### config.mk
export PLATFORM = sky130hd
export DESIGN_NAME = i2c_burst_seq
export DESIGN_NICKNAME = d
export VERILOG_FILES = /design/src/rtl/i2c_burst_seq.sv
export SDC_FILE = /design/constraint.sdc
export NUM_CORES = 1
export LEC_CHECK = 0
export CORE_MARGIN = 2
export CORE_UTILIZATION = 55
export CTS_CLUSTER_DIAMETER = 60
export DETAILED_ROUTE_END_ITERATION = 8
export GPL_TIMING_DRIVEN = 0
export PLACE_DENSITY = 0.87
export SLEW_MARGIN = 20
export SYNTH_ARGS = -nofsm -noshare
export SYNTH_HDL_FRONTEND = slang
export SYNTH_SLANG_ARGS = --single-unit
### constraint.sdc
create_clock -name clk -period 4.05 [get_ports clk]
set_clock_uncertainty 0.2 [all_clocks]
set_input_delay 0.405 -clock clk [delete_from_list [all_inputs] [get_ports clk]]
set_output_delay 0.405 -clock clk [all_outputs]
set_load 0.02 [all_outputs]
### src/rtl/i2c_burst_seq.sv
// i2c_burst_seq: Wishbone-side sequencer for the I2C master core.
//
// After reset it initialises the core once by writing the prescaler and
// enabling the core. After that it runs one burst transaction of
// 1..MAX_BURST bytes per start request. A transaction sends the slave
// address, 1 or 2 memory address bytes, and then either writes data bytes
// or does a repeated-start read. If the slave NACKs any byte the
// sequencer sends, the block issues a clean STOP and reports nack_err.
//
// Optional feature (macro I2C_SEQ_TIMEOUT_EN): a 16-bit watchdog on every
// TIP poll and every wait for wb_ack. When it expires, the transaction
// aborts and both nack_err and the extra port timeout_err are set.
//
// Ports:
//   clk, rst            clock; synchronous active-low reset
//   start, rw           one-cycle request (accepted only when idle); 1=read
//   slave_addr          7-bit I2C slave address
//   mem_addr            memory address (only [7:0] when MEM_ADDR_BYTES=1)
//   burst_len           number of bytes minus 1
//   wr_data             write bytes; byte i = [8i+7:8i], byte 0 sent first
//   busy, done          busy for the whole transaction; done is a 1-cycle pulse
//   nack_err            slave NACK seen; held until the next start
//   rd_data_out         read bytes packed as for wr_data; unread bytes are 0
//   wb_*                8-bit Wishbone master port to the I2C core
//   wb_inta             core interrupt, unused (this design polls)
//   timeout_err         (I2C_SEQ_TIMEOUT_EN only) watchdog expired
module i2c_burst_seq #(
    parameter logic [15:0] PRESCALE       = 16'h00C8,
    parameter int          MEM_ADDR_BYTES = 1,
    parameter int          MAX_BURST      = 4,
    parameter int          LEN_W          = 2
) (
    input  logic                   clk,
    input  logic                   rst,
    input  logic                   start,
    input  logic                   rw,
    input  logic [6:0]             slave_addr,
    input  logic [15:0]            mem_addr,
    input  logic [LEN_W-1:0]       burst_len,
    input  logic [8*MAX_BURST-1:0] wr_data,
    output logic                   busy,
    output logic                   done,
    output logic                   nack_err,
    output logic [8*MAX_BURST-1:0] rd_data_out,
    output logic [2:0]             wb_addr,
    output logic [7:0]             wb_wr_data,
    input  logic [7:0]             wb_rd_data,
    output logic                   wb_we,
    output logic                   wb_stb,
    output logic                   wb_cyc,
    input  logic                   wb_ack,
`ifdef I2C_SEQ_TIMEOUT_EN
    output logic                   timeout_err,
`endif
    input  logic                   wb_inta
);

    // Core register map
    localparam logic [2:0] A_PRER_LO = 3'd0, A_PRER_HI = 3'd1, A_CTR = 3'd2,
                           A_TXR_RXR = 3'd3, A_CR_SR  = 3'd4;
    // Command bytes written to CR
    localparam logic [7:0] C_STA_WR = 8'h90, C_WR = 8'h10, C_WR_STO = 8'h50,
                           C_RD_ACK = 8'h20, C_RD_NACK_STO = 8'h68, C_STO = 8'h40;

    typedef enum logic [3:0] {
        ST_INIT_LO, ST_INIT_HI, ST_INIT_CTR, ST_IDLE,
        ST_TXR, ST_CR, ST_POLL, ST_RXR, ST_ABORT, ST_ABORT_POLL
    } state_t;

    // Which byte of the transaction is currently being sent or received
    typedef enum logic [2:0] {
        PH_SADDR, PH_MADDR_HI, PH_MADDR_LO, PH_WDATA, PH_RSADDR, PH_RDATA
    } phase_t;

    state_t                 state, state_n;
    phase_t                 phase, phase_n;
    logic [LEN_W-1:0]       idx, idx_n, len_q, len_n;
    logic                   rw_q, rw_n;
    logic [6:0]             saddr_q, saddr_n;
    logic [15:0]            maddr_q, maddr_n;
    logic [8*MAX_BURST-1:0] wdata_q, wdata_n, rd_n;
    logic                   busy_n, done_n, nack_n;
    logic [2:0]             addr_n;
    logic [7:0]             wdat_n;
    logic                   we_n, stb_q, stb_n;

    logic                   acc_en, acc_we, acked, last, tip;
    logic [2:0]             acc_addr;
    logic [7:0]             acc_data, tx_byte, cmd;

`ifdef I2C_SEQ_TIMEOUT_EN
    logic [15:0] to_cnt, to_cnt_n;
    logic        to_pend, to_pend_n, to_err_n, waiting;
`else
    // Without the watchdog, every wait is unbounded.
`endif

    assign wb_stb = stb_q;
    assign wb_cyc = stb_q;

    logic unused_inta;
    assign unused_inta = wb_inta;

    assign acked = stb_q & wb_ack;
    assign last  = (idx == len_q);
    assign tip   = wb_rd_data[1];

    always_comb begin
        tx_byte = 8'h00;
        cmd     = C_WR;
        case (phase)
            PH_SADDR:    begin tx_byte = {saddr_q, 1'b0}; cmd = C_STA_WR; end
            PH_MADDR_HI: tx_byte = maddr_q[15:8];
            PH_MADDR_LO: tx_byte = maddr_q[7:0];
            PH_WDATA:    begin tx_byte = wdata_q[8*idx +: 8]; cmd = last ? C_WR_STO : C_WR; end
            PH_RSADDR:   begin tx_byte = {saddr_q, 1'b1}; cmd = C_STA_WR; end
            PH_RDATA:    cmd = last ? C_RD_NACK_STO : C_RD_ACK;
            default:     ;
        endcase
    end

    always_comb begin
        // NOTE: every variable gets a default first, so partial assignment in
        // the branches below never infers a latch.
        state_n  = state;   phase_n = phase;    idx_n   = idx;
        rw_n     = rw_q;    saddr_n = saddr_q;  maddr_n = maddr_q;
        len_n    = len_q;   wdata_n = wdata_q;
        busy_n   = busy;    done_n  = 1'b0;     nack_n  = nack_err;
        rd_n     = rd_data_out;
        addr_n   = wb_addr; wdat_n  = wb_wr_data; we_n = wb_we; stb_n = stb_q;
        acc_en   = 1'b0;    acc_we  = 1'b0;
        acc_addr = 3'd0;    acc_data = 8'h00;
`ifdef I2C_SEQ_TIMEOUT_EN
        to_cnt_n  = 16'd0;
        to_pend_n = to_pend;
        to_err_n  = timeout_err;
`endif

        case (state)
            ST_INIT_LO: begin
                acc_en = 1'b1; acc_we = 1'b1; acc_addr = A_PRER_LO; acc_data = PRESCALE[7:0];
                if (acked) state_n = ST_INIT_HI;
            end
            ST_INIT_HI: begin
                acc_en = 1'b1; acc_we = 1'b1; acc_addr = A_PRER_HI; acc_data = PRESCALE[15:8];
                if (acked) state_n = ST_INIT_CTR;
            end
            ST_INIT_CTR: begin
                acc_en = 1'b1; acc_we = 1'b1; acc_addr = A_CTR; acc_data = 8'h80;
                if (acked) state_n = ST_IDLE;
            end
            ST_IDLE: begin
                if (start) begin
                    rw_n = rw; saddr_n = slave_addr; maddr_n = mem_addr;
                    len_n = burst_len; wdata_n = wr_data;
                    nack_n = 1'b0; rd_n = '0; busy_n = 1'b1;
                    idx_n = '0; phase_n = PH_SADDR; state_n = ST_TXR;
`ifdef I2C_SEQ_TIMEOUT_EN
                    to_pend_n = 1'b0; to_err_n = 1'b0;
`endif
                end
            end
            ST_TXR: begin
                acc_en = 1'b1; acc_we = 1'b1; acc_addr = A_TXR_RXR; acc_data = tx_byte;
                if (acked) state_n = ST_CR;
            end
            ST_CR: begin
                acc_en = 1'b1; acc_we = 1'b1; acc_addr = A_CR_SR; acc_data = cmd;
                if (acked) state_n = ST_POLL;
            end
            ST_POLL: begin
                acc_en = 1'b1; acc_addr = A_CR_SR;
                if (acked && !tip) begin
                    // Read bytes carry no RxACK check; everything we send does.
                    if (phase == PH_RDATA)  state_n = ST_RXR;
                    else if (wb_rd_data[7]) state_n = ST_ABORT;
                    else begin
                        state_n = ST_TXR;
                        case (phase)
                            PH_SADDR:    phase_n = (MEM_ADDR_BYTES == 2) ? PH_MADDR_HI : PH_MADDR_LO;
                            PH_MADDR_HI: phase_n = PH_MADDR_LO;
                            PH_MADDR_LO: phase_n = rw_q ? PH_RSADDR : PH_WDATA;
                            PH_WDATA: begin
                                if (last) begin
                                    done_n = 1'b1; busy_n = 1'b0; state_n = ST_IDLE;
                                end else begin
                                    idx_n = idx + 1'b1;
                                end
                            end
                            PH_RSADDR: begin
                                // Read bytes need only a command, no TXR load.
                                phase_n = PH_RDATA; state_n = ST_CR;
                            end
                            default: ;
                        endcase
                    end
                end
            end
            ST_RXR: begin
                acc_en = 1'b1; acc_addr = A_TXR_RXR;
                if (acked) begin
                    rd_n[8*idx +: 8] = wb_rd_data;
                    if (last) begin
                        done_n = 1'b1; busy_n = 1'b0; state_n = ST_IDLE;
                    end else begin
                        idx_n = idx + 1'b1; state_n = ST_CR;
                    end
                end
            end
            ST_ABORT: begin
                acc_en = 1'b1; acc_we = 1'b1; acc_addr = A_CR_SR; acc_data = C_STO;
                if (acked) state_n = ST_ABORT_POLL;
            end
            ST_ABORT_POLL: begin
                acc_en = 1'b1; acc_addr = A_CR_SR;
                if (acked && !tip) begin
                    nack_n = 1'b1; done_n = 1'b1; busy_n = 1'b0; state_n = ST_IDLE;
`ifdef I2C_SEQ_TIMEOUT_EN
                    to_err_n = to_pend;
`endif
                end
            end
            default: state_n = ST_INIT_LO;
        endcase

        // Shared Wishbone handshake: launch when the strobe is low, and drop
        // it after the ack. The low cycle that follows is the mandatory gap
        // between accesses.
        if (acc_en) begin
            if (!stb_q) begin
                stb_n = 1'b1; addr_n = acc_addr; wdat_n = acc_data; we_n = acc_we;
            end else if (wb_ack) begin
                stb_n = 1'b0; we_n = 1'b0;
            end
        end

`ifdef I2C_SEQ_TIMEOUT_EN
        // The watchdog is only armed during transactions. An expiry while
        // already aborting ends the transaction directly, so it cannot loop.
        waiting = busy && ((stb_q && !wb_ack) || state == ST_POLL || state == ST_ABORT_POLL);
        if (waiting) begin
            to_cnt_n = to_cnt + 16'd1;
            if (to_cnt == 16'hFFFF) begin
                to_cnt_n = 16'd0; stb_n = 1'b0; we_n = 1'b0; to_pend_n = 1'b1;
                if (state == ST_ABORT || state == ST_ABORT_POLL) begin
                    nack_n = 1'b1; to_err_n = 1'b1; done_n = 1'b1;
                    busy_n = 1'b0; state_n = ST_IDLE;
                end else begin
                    state_n = ST_ABORT;
                end
            end
        end
`endif
    end

    always_ff @(posedge clk) begin
        if (!rst) begin
            state <= ST_INIT_LO;  phase <= PH_SADDR;  idx <= '0;  len_q <= '0;
            rw_q <= 1'b0;  saddr_q <= '0;  maddr_q <= '0;  wdata_q <= '0;
            busy <= 1'b0;  done <= 1'b0;  nack_err <= 1'b0;  rd_data_out <= '0;
            wb_addr <= '0;  wb_wr_data <= '0;  wb_we <= 1'b0;  stb_q <= 1'b0;
`ifdef I2C_SEQ_TIMEOUT_EN
            to_cnt <= '0;  to_pend <= 1'b0;  timeout_err <= 1'b0;
`endif
        end else begin
            // NOTE: sequential state uses non-blocking assignments, so every
            // register updates from values that were all sampled at the same edge.
            state <= state_n;  phase <= phase_n;  idx <= idx_n;  len_q <= len_n;
            rw_q <= rw_n;  saddr_q <= saddr_n;  maddr_q <= maddr_n;  wdata_q <= wdata_n;
            busy <= busy_n;  done <= done_n;  nack_err <= nack_n;  rd_data_out <= rd_n;
            wb_addr <= addr_n;  wb_wr_data <= wdat_n;  wb_we <= we_n;  stb_q <= stb_n;
`ifdef I2C_SEQ_TIMEOUT_EN
            to_cnt <= to_cnt_n;  to_pend <= to_pend_n;  timeout_err <= to_err_n;
`endif
        end
    end

endmodule

Word level (Yosys, flattened, before mapping). Index checks and enable logic that the tools add are counted.

Logic and storage cells: 144. Output and inout bits: 49. Input bits: 71. Register bits after elaboration: 115.

Muxes and demuxes: 67. Reduce and logical (&&, ||, !) cells: 24. Eq/ne operators: 30. Bitwise gates (word level): 2. Shifts and indexed selects: 3. Add/sub/neg operators: 2.

Operators by type and width (number): $pmux 8 s5 (2); $mux 32 (2); $pmux 32 s2 (1); $mux 4 (12); $pmux 4 s10 (1); $neg 5->34 (1); $shift 8x34->32 const A (1); $shiftx 8x34->32 (1); $bwmux 32 (1); $shiftx 32x6->8 (1); $ne 2x2->1 const B (14); $pmux 8 s3 (1); $mux 1 (23); $mux 3 (7); $eq 4x3->1 const B (4); $mux 2 (7); $mux 7 (2); $pmux 3 s2 (2); $pmux 3 s4 (1); $reduce_and 10->1 (1); $pmux 3 s3 (1); $reduce_or 9->1 (1); $eq 4x2->1 const B (2); $eq 4x4->1 const B (2); other kinds (28) (37).

Depth between registers and ports, before layout.
Word-level depth: 7. Mapped depth: 8. Mapped depth without buffers: 6.

Worst setup path after synthesis. No wires, ideal clock.

Path kind: reg-to-reg. Start point: register idx[0]. End point: register rd_data_out[1]. Slack: 1.915 ns. Data arrival time: 1.860 ns. Stages on the path, launching flop included: 7. Cell sequence: dfxtp_1 -> buf_2 -> inv_1 -> ha_1 -> nor4b_2 -> nand3_1 -> a21boi_0.

Cells in the longest elaborated chain, start to end: 5.

RTL lines: start, declared (RTL line 77) `logic [LEN_W-1:0] idx, idx_n, len_q, len_n;`; start signal, assigned (RTL line 268) `state <= state_n; phase <= phase_n; idx <= idx_n; len_q <= len_n;`; $neg 5->34 * (RTL line 202) `rd_n[8*idx +: 8] = wb_rd_data;`; $shiftx 8x34->32 or $shift 8x34->32 (tied branches) (RTL line 202); $bwmux 32 * (RTL line 202); $mux 32 * (RTL line 201) `if (acked) begin`; $pmux 32 s2 * (RTL line 139) `case (state)`; end signal, assigned (RTL line 270) `busy <= busy_n; done <= done_n; nack_err <= nack_n; rd_data_out <= rd_n;`; end, declared (RTL line 44) `output logic [8*MAX_BURST-1:0] rd_data_out,`.

Every way passes the cells marked *; elsewhere a longest branch is shown, timed or not. The select of a mux whose other input is x is not followed. A chain may end at the register's enable or synchronous reset.

Final worst setup path.
Start point: register idx[1]. End point: register rd_data_out[7].

Same word-level chain as after synthesis.

==> flow_metrics.env <==
export IMPL_clock_sinks=115
export IMPL_worstPathMaxFanout=10
export IMPL_num_vias=5606
export IMPL_worstPathCellList="clkbuf_1, inv_1, ha_1, nor4b_2, nand3_1, a21boi_0"
export IMPL_hold_viol=0
export IMPL_fin_crit_sh_pct=66.3
export IMPL_timing_worst_slew_pin_value_ns=0.712
export IMPL_cts_root_to_sink_buffers=2
export IMPL_post_route_cells_drive_above_1_share_pct=10.4
export IMPL_finalSetupTns_ns=0
export IMPL_worst_setup_hold_path_clk_slew_ns=0.06
export IMPL_grt_ovfl_total=0
export IMPL_initial_utilization_pct=57.1
export IMPL_cp_num_buf_inv=2
export IMPL_first_global_vias=5655
export IMPL_timing_fmax_ghz=0.372
export IMPL_criticalPathCategory="reg -> reg"
export IMPL_hold_buffers=0
export IMPL_power_per_cell_area_nw_per_um2=372
export IMPL_fp_row_count=36
export IMPL_synth_cell_type_count=64
export IMPL_drt_vias_per_instance=5.95
export IMPL_final_core_utilization_pct=76.1
export IMPL_numCtsBuffers=17
export IMPL_run_status="finished clean"
export IMPL_max_cap_viol_count=0
export IMPL_chipHeight_um=105
export IMPL_final_setup_violation_count=0
export IMPL_finalNonFillerCells=942
export IMPL_wire_per_inst_um=18.7
export IMPL_critical_path_startpoint_type="flip-flop"
export IMPL_vdd_ir_drop_max_mv=0.356
export IMPL_async_flop_share_pct=0
export IMPL_hp_class="in -> reg"
export IMPL_critical_path_required_ns=4.28
export IMPL_drt_first_iter_violations=461
export IMPL_clock_tree_htree_level_count=4
export IMPL_design_final_nets=871
export IMPL_crit_family="simple AND/OR/NAND/NOR gates"
export IMPL_drt_wl_total_mm=17.6
export IMPL_ys_ff_latch=115
export IMPL_slowest_stage="sky130_fd_sc_hd__nor4b_2"
export IMPL_avg_inst_size_synth_um2=8.54
export IMPL_yosysSeqAreaShare_pct=40.9
export IMPL_mappedNetlistArea_um2=5640
export IMPL_initial_antenna_violation_count=1
export IMPL_post_synth_inst_count=660
export IMPL_n_fill_cell=656
export IMPL_finalWorstPathRequiredPeriod_ns=2.69
export IMPL_dieArea_um2=11100
export IMPL_critPathCaptureType="flip-flop"
export IMPL_critical_path_arrival_ns=2.92
export IMPL_rsz0062_at_grt="no"
export IMPL_core_area_um2=9860
export IMPL_root_buffer="sky130_fd_sc_hd__clkbuf_8"
export IMPL_timing_max_transition_violations_final=0
export IMPL_place_inst=910
export IMPL_mostFrequentLayoutCells="sky130_fd_sc_hd__nand2_1, sky130_fd_sc_hd__clkdlybuf4s50_1, sky130_fd_sc_hd__dfxtp_1, sky130_fd_sc_hd__a21boi_0, sky130_fd_sc_hd__clkbuf_1"
export IMPL_number_of_top_level_pins=120
export IMPL_grt_max_degree=17
export IMPL_synthFlopType="sky130_fd_sc_hd__dfxtp_1"
export IMPL_synth_warning_count=0
export IMPL_post_cts_resize_count=0
export IMPL_ant_nets=0
export IMPL_relSlewSlack_pct=52.4
export IMPL_cts_setup_buffers=0
export IMPL_placement_cell_area_um2=6970
export IMPL_floorplan_die_width_um=105
export IMPL_grt_pass1_wl_mm=28.8
export IMPL_layout_cells_most_common="sky130_fd_sc_hd__nand2_1"
export IMPL_delay_of_the_slowest_cell_on_the_worst_path_ns=0.60
export IMPL_drt_pre_antenna_iters=5
export IMPL_r2r_slack_ns=1.36
export IMPL_cellLeakagePower_nw=2.59
export IMPL_layout_cell_area_non_filler_um2=7510
export IMPL_clock_tree_from_tritoncts="yes"
export IMPL_report_power_total_mw=2.79
export IMPL_flow_area_growth_from_synthesis_pct=33.3
export IMPL_worstSkewPairLatency_ns=0.52
export IMPL_synthesis_nets=735
export IMPL_detailedPlacementHpwl_mm=12.8
export IMPL_globalRouteTotalUtil_pct=32.8
export IMPL_placement_io_buffers=117
export IMPL_synth_enable_flop_cells=0
export IMPL_gp_congestion=0.952
export IMPL_drt_drc_violations_left=0
[sequential cells by signal, indices dropped and copies added (netlist names), 2 cells and up]
| register | count |
|---|---|
| idx | 2 |
| len_q | 2 |
| maddr_q | 16 |
| phase | 3 |
| rd_data_out | 32 |
| saddr_q | 7 |
| state | 4 |
| wb_addr | 3 |
| wb_wr_data | 8 |
| wdata_q | 32 |
[synth_stat cells, types with 5 or more instances]
library cell | count | share of area (%)
sky130_fd_sc_hd__a31oi_1 | 13 | 1.4
sky130_fd_sc_hd__clkbuf_1 | 25 | 1.7
sky130_fd_sc_hd__mux2i_1 | 11 | 2.0
sky130_fd_sc_hd__o22ai_1 | 11 | 1.2
sky130_fd_sc_hd__a22o_1 | 17 | 2.6
sky130_fd_sc_hd__nand3_1 | 26 | 2.3
sky130_fd_sc_hd__a21boi_0 | 75 | 10
sky130_fd_sc_hd__nand2b_1 | 6 | 0.67
sky130_fd_sc_hd__mux4_2 | 8 | 3.2
sky130_fd_sc_hd__a22oi_1 | 6 | 0.80
sky130_fd_sc_hd__dfxtp_1 | 115 | 41
sky130_fd_sc_hd__nor2_1 | 18 | 1.2
sky130_fd_sc_hd__nor2b_1 | 10 | 1.1
sky130_fd_sc_hd__buf_4 | 5 | 0.67
sky130_fd_sc_hd__o21ai_0 | 24 | 2.1
sky130_fd_sc_hd__nand2_1 | 164 | 11
sky130_fd_sc_hd__buf_2 | 16 | 1.4
sky130_fd_sc_hd__a21oi_1 | 16 | 1.4
[layout make-up]
class	count	area, um2	share of cell area (%)
Antenna cell	1	2.50	0.0333
Clock buffer	21	449	5.98
Multi-Input combinational cell	484	3030	40.4
Tap cell	133	166	2.22
Sequential cell	115	2300	30.7
Inverter	5	18.8	0.250
Timing Repair Buffer	117	1170	15.6
Buffer	56	282	3.75
Clock inverter	10	85.1	1.13
[metal layers]
layer | part of all wire, % | vias to the layer above | track usage [%]
met2 | 48 | 308 | 53.1
li1 | - | 2616 | -
met5 | 0 | - | 0
met3 | 7.9 | 51 | 7.92
met1 | 40 | 2631 | 41.0
met4 | 3.8 | 0 | 16.2
[power breakdown]
group	switching, mW	internal (mW)	leakage, nW
sequential	0.0139	1.15	0.928
combinational	0.146	0.137	1.39
clock	0.515	0.835	0.267
total	0.676	2.12	2.59
[worst register-to-register path: stages (launching register included)]
cell	delay, ns
sky130_fd_sc_hd__dfxtp_1	0.39
sky130_fd_sc_hd__clkbuf_1	0.47
sky130_fd_sc_hd__inv_1	0.16
sky130_fd_sc_hd__ha_1	0.36
sky130_fd_sc_hd__nor4b_2	0.60
sky130_fd_sc_hd__nand3_1	0.16
sky130_fd_sc_hd__a21boi_0	0.25
[per-stage QoR]
step	hold slack (ns)	setup WS, ns
final	0.206	1.36
after global routing	0.242	1.16
after CTS	0.196	1.40
after detailed placement	0.249	1.41
after global placement	0.249	1.49
after floorplan	0.240	1.91
[cell families after synthesis]
group / Yosys count / synth area share [%]
compound gates: 195 / 25.7
xor+xnor: 2 / 0.311
fa+ha+maj: 4 / 0.888
buf+inv: 61 / 5.33
flops: 115 / 40.9
mux: 19 / 5.15
simple gates: 264 / 21.8
[worst paths after layout]
path / startpoint / end / cells after the start
min reg2reg: wdata_q[11] / wdata_q[11] / 2
max reg2reg: idx[1] / rd_data_out[7] / 6
max: idx[1] / rd_data_out[7] / 6
min: wb_rd_data[7] / rd_data_out[23] / 3
(Power assumes the default switching activity.)
